**config.mk**
```make
export PLATFORM = sky130hd
export DESIGN_NAME = execute_stage
export DESIGN_NICKNAME = d
export VERILOG_FILES = /design/src/rtl/execute_stage.sv
export SDC_FILE = /design/constraint.sdc
export NUM_CORES = 1
export LEC_CHECK = 0
export CELL_PAD_IN_SITES_DETAIL_PLACEMENT = 1
export CELL_PAD_IN_SITES_GLOBAL_PLACEMENT = 1
export CORE_MARGIN = 2
export CORE_UTILIZATION = 42
export DETAILED_ROUTE_END_ITERATION = 8
export PLACE_DENSITY_LB_ADDON = 0.1
export SLEW_MARGIN = 10
export SYNTH_ARGS = -nofsm -noshare
export SYNTH_HDL_FRONTEND = slang
export SYNTH_SLANG_ARGS = --single-unit
```
**constraint.sdc**
```tcl
create_clock -name clk -period 10 [get_ports clk]
set_input_delay 2.5 -clock clk [delete_from_list [all_inputs] [get_ports clk]]
set_output_delay 2.5 -clock clk [all_outputs]
set_load 0.005 [all_outputs]
```
**src/rtl/execute_stage.sv**
```systemverilog
// execute_stage: Y86-64 execute stage.
// Holds the E pipeline register, the ALU, the condition-code register and the
// branch/cmov condition evaluator.
// Ports:
//   clk, rst             rising-edge clock, synchronous active-high reset
//   E_bubble             load a nop into E instead of the decode values
//   setcc                permits a CC write this cycle
//   d_stat/d_icode/...   decode-stage values captured into E
//   E_stat/E_icode/E_ifun/E_dstM/E_valA   registered E fields
//   e_valE               ALU result (combinational from E)
//   e_dstE               destination after the cmov decision
//   e_Cnd                condition result
//   cc                   condition codes {ZF,SF,OF}
module execute_stage #(
  parameter int W = 64
) (
  input  logic         clk,
  input  logic         rst,
  input  logic         E_bubble,
  input  logic         setcc,
  input  logic [0:3]   d_stat,
  input  logic [3:0]   d_icode,
  input  logic [3:0]   d_ifun,
  input  logic [W-1:0] d_valC,
  input  logic [W-1:0] d_valA,
  input  logic [W-1:0] d_valB,
  input  logic [3:0]   d_dstE,
  input  logic [3:0]   d_dstM,
  output logic [0:3]   E_stat,
  output logic [3:0]   E_icode,
  output logic [3:0]   E_ifun,
  output logic [3:0]   E_dstM,
  output logic [W-1:0] E_valA,
  output logic [W-1:0] e_valE,
  output logic [3:0]   e_dstE,
  output logic         e_Cnd,
  output logic [2:0]   cc
);

  localparam logic [0:3] STAT_AOK = 4'b1000;
  localparam logic [3:0] REG_NONE = 4'hF;
  localparam logic [3:0] I_NOP    = 4'h1;
  localparam logic [3:0] I_RRMOVQ = 4'h2;
  localparam logic [3:0] I_IRMOVQ = 4'h3;
  localparam logic [3:0] I_RMMOVQ = 4'h4;
  localparam logic [3:0] I_MRMOVQ = 4'h5;
  localparam logic [3:0] I_OPQ    = 4'h6;
  localparam logic [3:0] I_JXX    = 4'h7;
  localparam logic [3:0] I_CALL   = 4'h8;
  localparam logic [3:0] I_RET    = 4'h9;
  localparam logic [3:0] I_PUSHQ  = 4'hA;
  localparam logic [3:0] I_POPQ   = 4'hB;

  localparam logic [W-1:0] MINUS_EIGHT = {{(W-4){1'b1}}, 4'b1000};
  localparam logic [W-1:0] PLUS_EIGHT  = {{(W-4){1'b0}}, 4'b1000};

  logic [W-1:0] e_valc_r;
  logic [W-1:0] e_valb_r;
  logic [3:0]   e_dste_r;

  logic [W-1:0] alu_a_s;
  logic [W-1:0] alu_b_s;
  logic         zf_s;
  logic         sf_s;
  logic         of_s;
  logic         cond_s;

  // E pipeline register: reset and bubble both load a nop; E never stalls.
  always_ff @(posedge clk) begin
    if (rst || E_bubble) begin
      E_stat   <= STAT_AOK;
      E_icode  <= I_NOP;
      E_ifun   <= 4'h0;
      e_valc_r <= {W{1'b0}};
      E_valA   <= {W{1'b0}};
      e_valb_r <= {W{1'b0}};
      e_dste_r <= REG_NONE;
      E_dstM   <= REG_NONE;
    end else begin
      E_stat   <= d_stat;
      E_icode  <= d_icode;
      E_ifun   <= d_ifun;
      e_valc_r <= d_valC;
      E_valA   <= d_valA;
      e_valb_r <= d_valB;
      e_dste_r <= d_dstE;
      E_dstM   <= d_dstM;
    end
  end

  // ALU operand selection.
  always_comb begin
    alu_a_s = {W{1'b0}};
    alu_b_s = {W{1'b0}};
    case (E_icode)
      I_RRMOVQ, I_OPQ:             alu_a_s = E_valA;
      I_IRMOVQ, I_RMMOVQ, I_MRMOVQ: alu_a_s = e_valc_r;
      I_CALL, I_PUSHQ:             alu_a_s = MINUS_EIGHT;
      I_RET, I_POPQ:               alu_a_s = PLUS_EIGHT;
      default:                     alu_a_s = {W{1'b0}};
    endcase
    case (E_icode)
      I_RMMOVQ, I_MRMOVQ, I_OPQ, I_CALL, I_RET, I_PUSHQ, I_POPQ: alu_b_s = e_valb_r;
      default:                                                   alu_b_s = {W{1'b0}};
    endcase
  end

  // ALU function and overflow; non-OPq instructions always add.
  always_comb begin
    e_valE = {W{1'b0}};
    of_s   = 1'b0;
    if (E_icode == I_OPQ) begin
      case (E_ifun)
        4'h0: begin
          e_valE = alu_b_s + alu_a_s;
          of_s   = (alu_a_s[W-1] == alu_b_s[W-1]) && (e_valE[W-1] != alu_a_s[W-1]);
        end
        4'h1: begin
          e_valE = alu_b_s - alu_a_s;
          of_s   = (alu_a_s[W-1] != alu_b_s[W-1]) && (e_valE[W-1] != alu_b_s[W-1]);
        end
        4'h2:    e_valE = alu_b_s & alu_a_s;
        4'h3:    e_valE = alu_b_s ^ alu_a_s;
        default: e_valE = {W{1'b0}};
      endcase
    end else begin
      e_valE = alu_b_s + alu_a_s;
    end
    zf_s = (e_valE == {W{1'b0}});
    sf_s = e_valE[W-1];
  end

  // Condition-code register, written only by an OPq in E when permitted.
  always_ff @(posedge clk) begin
    if (rst) begin
      cc <= 3'b100;
    end else if ((E_icode == I_OPQ) && setcc) begin
      cc <= {zf_s, sf_s, of_s};
    end else begin
      cc <= cc;
    end
  end

  // Condition evaluation from the current flags; cc = {ZF,SF,OF}.
  always_comb begin
    cond_s = 1'b0;
    case (E_ifun)
      4'h0:    cond_s = 1'b1;
      4'h1:    cond_s = (cc[1] ^ cc[0]) | cc[2];
      4'h2:    cond_s = cc[1] ^ cc[0];
      4'h3:    cond_s = cc[2];
      4'h4:    cond_s = ~cc[2];
      4'h5:    cond_s = ~(cc[1] ^ cc[0]);
      4'h6:    cond_s = ~(cc[1] ^ cc[0]) & ~cc[2];
      default: cond_s = 1'b0;
    endcase
    if ((E_icode == I_RRMOVQ) || (E_icode == I_JXX)) begin
      e_Cnd = cond_s;
    end else begin
      e_Cnd = 1'b0;
    end
  end

  // A cmov whose condition fails writes no register.
  always_comb begin
    if ((E_icode == I_RRMOVQ) && !e_Cnd) begin
      e_dstE = REG_NONE;
    end else begin
      e_dstE = e_dste_r;
    end
  end

endmodule

```
Yosys cells after proc, flatten, opt, wreduce, memory -nomap -nowiden
Index checks and enable logic that the tools add are counted.
{"block": "classes", "n_addsub": 2, "n_eq_ne": 20, "mux": 9, "n_bitwise": 7, "reduce_logical": 14}
{"operator": "one-hot mux 64 bit (4 select lines)", "n": 2}
{"operator": "two-way mux 64 bit", "n": 2}
{"operator": "adder 64 bit", "n": 1}
{"operator": "AND 64 bit", "n": 1}
{"operator": "zero test 64 bit", "n": 1}
{"operator": "subtractor 64 bit", "n": 1}
{"operator": "XOR 64 bit", "n": 1}
{"operator": "== test 4 x 3 -> 1 bit, second input constant", "n": 7}
{"operator": "== test 4 x 2 -> 1 bit, second input constant", "n": 4}
{"operator": "== test 4 bit, second input constant", "n": 4}
{"operator": "one-hot mux 1 bit (7 select lines)", "n": 1}
{"operator": "OR reduction 7 bit", "n": 1}
{"operator": "OR reduction 2 bit", "n": 3}
{"operator": "== test 4 x 1 -> 1 bit, second input constant", "n": 1}
{"operator": "logical AND 1 bit", "n": 4}
{"operator": "zero test 4 bit", "n": 1}
{"operator": "two-way mux 4 bit", "n": 1}
{"operator": "!= test 1 bit", "n": 3}
{"operator": "OR reduction 3 bit", "n": 1}
{"operator": "logical OR 1 bit", "n": 2}
{"operator": "two-way mux 1 bit", "n": 2}
{"operator": "inverter 1 bit", "n": 2}
{"operator": "one-hot mux 1 bit (2 select lines)", "n": 1}
{"operator": "AND 1 bit", "n": 1}
{"operator": "other kinds (4)", "n": 4}
{"block": "word_totals", "reg_bits": 215, "inputBits": 216, "output_inout_bits": 152, "elab_cells": 61}

Depth between registers and ports, before layout
Gate-level depths: netlist of the first run.
{"block": "depth", "ltp_word": 8, "ltp_mapped": 23, "ltp_nobuf": 21}

Least setup slack after synthesis of the first run
Ideal clock, no wire load.
{"block": "synth_timing", "path_kind": "reg-to-output", "start": "reg E_icode[2]", "end": "out e_valE[62]", "t_arrival_ns": 4.458, "required_time_ns": 7.500, "setup_slack_ns": 3.042, "path_stages_with_launch": 20, "path_buffers": 3, "path_cell_list": "dfxtp_1 > clkbuf_1 > nor2b_1 > a21oi_1 > clkbuf_1 > nor2b_1 > ha_1 > clkbuf_1 > nor2_1 > o21ai_0 > a21oi_1 > a2111oi_2 > nand4_1 > o211ai_1 > nand2_1 > a221oi_1 > a21oi_1 > o22ai_1 > a21oi_1 > o22ai_1"}
{"block": "synth_between", "elab_chain_cells": 6, "elab_cells_between_ends": 22, "classes_between": "add/sub: 2; eq/ne: 9; mux: 4; bitwise: 2; reduce/logical: 5"}
{"element": "from (decl)", "line_no": "30", "text": "output logic [3:0] E_icode,"}
{"element": "from (signal assigned)", "line_no": "81", "text": "E_icode <= d_icode;"}
{"element": "== test 4 x 3 -> 1 bit (tied with other cells)", "line_no": "95, 102"}
{"element": "OR reduction 3 bit (tied with other cells)", "line_no": "95", "text": "case (E_icode)"}
{"element": "one-hot mux 64 bit (4 select lines) or two-way mux 64 bit (tied branches)", "line_no": "95, 102"}
{"element": "subtractor 64 bit (tied with other cells)", "line_no": "119", "text": "e_valE = alu_b_s - alu_a_s;"}
{"element": "one-hot mux 64 bit (4 select lines)", "line_no": "113", "text": "case (E_ifun)"}
{"element": "two-way mux 64 bit *", "line_no": "112", "text": "if (E_icode == I_OPQ) begin"}
{"element": "to (decl)", "line_no": "34", "text": "output logic [W-1:0] e_valE,"}
Every way passes the cells marked *; elsewhere a longest branch is shown, timed or not.

Worst setup path in the final report of the first run
{"block": "layout_timing", "start": "reg E_icode[0]", "end": "out e_valE[63]"}
The elaborated chain is that of the path after synthesis.

==> results.toml, run 1 <==
[yosys]
netlist_instances = 2452
synth-async-reset-ratio = 0
ys_seq_area_frac = 0.2343
syn_avg_cell_area_um2 = 7.490
synth_common_cells = "and2_1 (221), dfxtp_1 (215), nand2_1 (205), a21oi_1 (204), nor2_1 (175)"
yosysWarnings = 0
synth.top_cell.area_share = 0.2343
yosys-top-cells-area = "dfxtp_1 (23%), ha_1 (9.6%), and2_1 (7.5%)"
netlist_area_um2 = 18370
synth_edf_count = 0
syn-num-nets = 2811
synth.distinct_cells = 96
synth_seq_cells = 215
yosys.area.top_type = "dfxtp_1"
yosysMostFrequentCell = "and2_1"
synth_flop_cell = "dfxtp_1"

[clock_tree]
cts.path.max_buffers = 3
cts_buffers = 25
cts.sinks = 215
postCtsHoldBufs = 0
tritoncts = "done"
cts-root-buf = "clkbuf_16"
insertion_delay_ns = 0.58
h-tree-depth = 1
clk_pin_slew_ns = 0.07

[power]
power_density_nw_per_um2 = 115.1
power_mw = 2.733
leakage_nw = 10.42
ir_worst_vdd_uv = 114.5

[floorplanning]
io_pins = 368
die_h_um = 213.1
start_util = 0.4264
die_x_um = 213.1
core_region_area_um2 = 43080
rows = 76
die_area_um2 = 45420

[sta]
finalCritPeriodShare = 0.9762
fmax_ghz = 0.1024
fin_crit_ns = 9.762
max_slew_margin = 0.09857
slew_violations = 0
fin_setup_tns_ns = 0
tightest_slew_ns = 1.340
whs_ns = 0.6125
finClkSkew_ns = 0.02170
setup_viol = 0
hold_viol = 0

[place]
place_area_um2 = 22750
dp_hpwl_mm = 77.56
io_buffers = 367
gp_congestion = 1.009

[drt]
antenna_left = 0
avgRoutedWirePerCell_um = 31.16
drc = 0
drt_iter0_drc = 2689
via_per_inst = 6.739
firstDrtPassIters = 6
wirelength_mm = 104.9
vias = 22698

[global_route]
antenna_found_initial = 2
grt_first_pass_wirelength_mm = 151.0
grt_max_degree = 116
grt_pass1_vias = 23206
grt_use_total = 0.4459
grt_overflow = 0

[worst_setup_path]
rrSetupSlack_ns = 2.04
crit_path_max_fanout = 25
arrival_ns = 7.26
required_ns = 7.50
crit_type = "flip-flop to output pin"
r2r_cells = 21
r2r-start = "E_icode[0]"
r2r_end = "cc[2]"
end_kind = "output pin"
critPathLaunchType = "flip-flop"

[final_layout]
design_area_um2 = 23740
nets = 3122
nFillCells = 5224
synthToLayoutAreaGrowth_pct = 29.28
drive_above_1_share = 0.06221

[hold_path]
hold_class = "flip-flop to flip-flop"
min_to = "cc[1]"
min_from = "cc[1]"
whs_path_depth = 2

[run]
cap_violations = 0

[run_status]
status = "completed"
## kinds of logic after synthesis
group / count (synthesis) / share of synthesized area
AOI/OAI and AO/OA: 779 / 0.2965
buffers and inverters: 281 / 0.05797
muxes: 18 / 0.009946
adders and majority gates: 143 / 0.09824
DFF: 215 / 0.2343
and+or+nand+nor: 966 / 0.2791
xor gates and xnor gates: 50 / 0.02384
## report_power, final
group / internal, mW / switching (mW)
Combinational: 0.317 / 0.488
Sequential: 0.891 / 0.0236
Clock: 0.603 / 0.411
Total: 1.81 / 0.923
## worst max-delay path: stages (launching register included)
cell,delay (ns)
dfxtp_1,0.67
nand2_1,0.25
nor2_1,0.22
a21oi_2,0.13
nor2_4,0.50
buf_12,0.26
a221oi_1,0.14
ha_1,0.56
nor4_1,0.64
and2_1,0.26
o211ai_1,0.17
a2111oi_2,0.70
o211ai_1,0.30
a21oi_1,0.25
o41ai_2,0.13
a21oi_1,0.44
o2bb2ai_1,0.18
o21ai_0,0.11
o21ai_0,0.16
clkdlybuf4s50_1,0.57
## flip-flops by register name (all words and copies together), names as in the netlist
signal / count
E_stat: 4
e_valb_r: 64
cc: 3
e_dste_r: 4
E_icode: 4
E_dstM: 4
E_ifun: 4
e_valc_r: 64
E_valA: 64
## metrics by stage
step	instances	setup slack, ns	utilization
global route	3367	-0.04912	0.5512
CTS	3358	0.06734	0.5489
global placement	3312	1.215	0.5282
floorplan	2452	3.042	-
detailed placement	3312	0.8790	0.5282
finish	3368	0.2377	0.5512
## routing by layer
metal | up-vias | wire length [µm] | GRT usage
li1 | 9587 | - | -
met1 | 11074 | 40590 | 0.5526
met2 | 1579 | 46510 | 0.7077
met3 | 456 | 11290 | 0.1094
met4 | 2 | 6539 | 0.2476
met5 | - | 10 | 0
## worst max path at each step
stage                from    endpoint  slack [ns]  depth (start not counted)
5_1_grt        E_icode[0]  e_valE[63]       -0.05                         19
4_1_cts        E_icode[3]  e_valE[63]        0.07                         18
3_5_place_dp   E_icode[0]  e_valE[63]        0.88                         20
3_3_place_gp   E_icode[0]  e_valE[63]        1.22                         19
2_1_floorplan  E_icode[2]  e_valE[62]        3.04                         19
6_report       E_icode[0]  e_valE[63]        0.24                         19
## cell usage in the layout, fill, tap and decap left out, types with 33 or more instances in the layout
| master | count |
|---|---|
| nor2b_1 | 97 |
| nand4_1 | 44 |
| a221oi_1 | 74 |
| a21oi_1 | 202 |
| clkdlybuf4s50_1 | 367 |
| nor2_1 | 169 |
| inv_1 | 123 |
| nand3_1 | 33 |
| dfxtp_1 | 215 |
| buf_4 | 62 |
| nand2_1 | 204 |
| ha_1 | 139 |
| o21ai_0 | 87 |
| and2_1 | 220 |
| o31ai_1 | 40 |
| nor4_1 | 42 |
| nor3_1 | 37 |
| xnor2_1 | 45 |
## timing repair
item | 4_1_cts | 5_1_grt
buffers inserted | 0 | 7
pin swaps | 1 | 1
gates resized for setup | 0 | 5
cloned | 1 | 0
endpoints found under the setup margin | 1 | 3
## area by class of cell
type,count,area (µm²),area share
timing repair buffer,432,4184,0.1762
clock buffer,38,764.5,0.03220
clock inverter,7,120.1,0.005059
sequential,215,4304,0.1813
multi-input combinational,1957,13140,0.5534
tap,585,732.0,0.03083
antenna,2,5.005,0.0002108
inverter,132,495.5,0.02087
(Power assumes the default switching activity.)
==> run 2, diff against run 1 <==
--- a/config.mk
+++ b/config.mk
@@ -7,7 +7,6 @@
 export LEC_CHECK = 0
 export CELL_PAD_IN_SITES_DETAIL_PLACEMENT = 1
 export CELL_PAD_IN_SITES_GLOBAL_PLACEMENT = 1
-export CORE_MARGIN = 2
 export CORE_UTILIZATION = 42
 export DETAILED_ROUTE_END_ITERATION = 8
 export PLACE_DENSITY_LB_ADDON = 0.1
==> results.toml, run 2 (synthesis results as in run 1) <==
[power]
ir_worst_vdd_uv = 142.0
leakage_nw = 10.31
power_density_nw_per_um2 = 112.3

[global_route]
grt_first_pass_wirelength_mm = 146.3
grt_overflow = 0
grt_pass1_vias = 22602
grt_use_total = 0.4349
antenna_found_initial = 3
grt_max_degree = 115

[drt]
antenna_left = 0
via_per_inst = 6.657
wirelength_mm = 100.7
drt_iter0_drc = 2507
avgRoutedWirePerCell_um = 30.09
drc = 0
firstDrtPassIters = 6
vias = 22266

[final_layout]
fin_util = 0.5475
antenna_cells = 0
synthToLayoutAreaGrowth_pct = 28.42
mostFrequentLayoutCells = "clkdlybuf4s50_1 (367), and2_1 (220), dfxtp_1 (215)"
reg_top3 = "E_valA: 64 flops, e_valb_r: 64 flops, e_valc_r: 64 flops"
drive_above_1_share = 0.05507
final_common_cell = "clkdlybuf4s50_1"
nets = 3101

[sta]
rsz0062_at_grt = "false"
hold_viol = 0
fin_setup_tns_ns = 0
fmax_ghz = 0.1021
whs_ns = 0.5964
fin_crit_ns = 9.793
setup_viol = 0
finalCritPeriodShare = 0.9793
slew_violations = 0
finClkSkew_ns = 0.01281
tightest_slew_ns = 1.331
max_slew_margin = 0.1127

[clock_tree]
h-tree-depth = 1
cts.path.max_buffers = 3
postCtsSetupRepairBufs = 0
cts.sinks = 215
clk_pin_slew_ns = 0.06
insertion_delay_ns = 0.57
cts_buffers = 24
tritoncts = "done"
cts-root-buf = "clkbuf_16"

[floorplanning]
die_h_um = 211.1
io_pins = 368
start_util = 0.4264
die_area_um2 = 44570
core_region_area_um2 = 43080
die_x_um = 211.1
rows = 76

[run_status]
status = "completed"

[worst_setup_path]
crit_type = "flip-flop to output pin"
worstPathCellList = "nand2_1 -> nor2_1 -> a21oi_1 -> nor2_4 -> buf_4 -> a221oi_1 -> ha_1 -> nor4_2 -> o31ai_1 -> a21oi_2 -> o211ai_1 -> a2111oi_4 -> o211ai_1 -> a21oi_1 -> o41ai_2 -> a21oi_1 -> o2bb2ai_1 -> o21ai_0 -> o21ai_0 -> clkdlybuf4s50_1"
crit_top_cell = "a21oi_1"
rrSetupSlack_ns = 2.35
cp_top_family = "compound AO/OA/AOI/OAI gates"
crit_path_max_fanout = 23
cp_slowest_cell = "dfxtp_1"
r2r_end = "cc[2]"
critPathLaunchType = "flip-flop"
required_ns = 7.50
end_kind = "output pin"
cpPeakStageDelay_ns = 0.62
r2r_cells = 20
cp_num_buf_inv = 2
arrival_ns = 7.29
r2r-start = "E_icode[0]"

[hold_path]
min_from = "cc[1]"
min_to = "cc[1]"
whs_path_depth = 2
hold_class = "flip-flop to flip-flop"

[place]
io_buffers = 367
gp_congestion = 1.071
dp_hpwl_mm = 76.91

[run]
cap_violations = 0
## run 2: cell types whose count changed in the layout (fill, tap and decap cells not counted), sizes merged
cell	previous run	this run
buf	65	46
clkbuf	38	36
clkinv	2	4
diode	2	0
inv	133	131
clkinvlp	1	2
nor2	176	175
## run 2: where the power goes
group          internal [mW]  leakage, nW  switching [mW]
Sequential             0.891         1.77          0.0240
Clock                  0.586        0.421           0.392
Combinational          0.304         8.12           0.453
Total                   1.78         10.3           0.868
## run 2: metrics by stage
| step | area (µm²) | setup slack [ns] | total power, mW | instances |
|---|---|---|---|---|
| final | 23590 | 0.2067 | 2.649 | 3345 |
| after global routing | 23590 | 0.01706 | 2.722 | 3345 |
| after CTS | 23540 | 0.1718 | 2.631 | 3345 |
| after detailed placement | 22670 | 0.9932 | 1.650 | 3301 |
| after global placement | 22670 | 1.234 | 1.626 | 3301 |
| after floorplan | 18370 | 3.042 | 1.310 | 2452 |
## run 2: cell type report
type | instances | area, µm²
sequential | 215 | 4304
clock inverter | 8 | 131.4
clock buffer | 36 | 735.7
multi-input combinational | 1956 | 13160
timing repair buffer | 413 | 4031
inverter | 132 | 495.5
fill | 5212 | 19490
tap | 585 | 732.0
## run 2: worst max path at each step
stage	startpoint	endpoint	slack (ns)	depth (start not counted)
2_1_floorplan	E_icode[2]	e_valE[62]	3.04	19
3_3_place_gp	E_icode[0]	e_valE[63]	1.23	20
3_5_place_dp	E_icode[0]	e_valE[63]	0.99	20
4_1_cts	E_icode[0]	e_valE[63]	0.17	20
5_1_grt	E_icode[0]	e_valE[62]	0.02	20
6_report	E_icode[0]	e_valE[63]	0.21	20
## run 2: what timing repair did
item | CTS | global route
hold buffers | 0 | 0
gates resized for setup | 0 | 7
hold endpoints to repair | 0 | 0
setup endpoints to repair | 0 | 2
## run 2: tightest hold or removal path, delay by kind of cell, from the launching register on
family	cells	cell delay, ns
AND/OR/NAND/NOR	1	0.06
AO/OA/AOI/OAI	1	0.15
flip-flops	1	0.34
## run 2: per-layer routing
metal	track usage	vias up	wire (µm)
met3	0.09248	334	10250
met4	0.2029	4	5385
met2	0.7071	1396	45520
li1	-	9560	-
met5	0	-	27
met1	0.5468	10972	39480
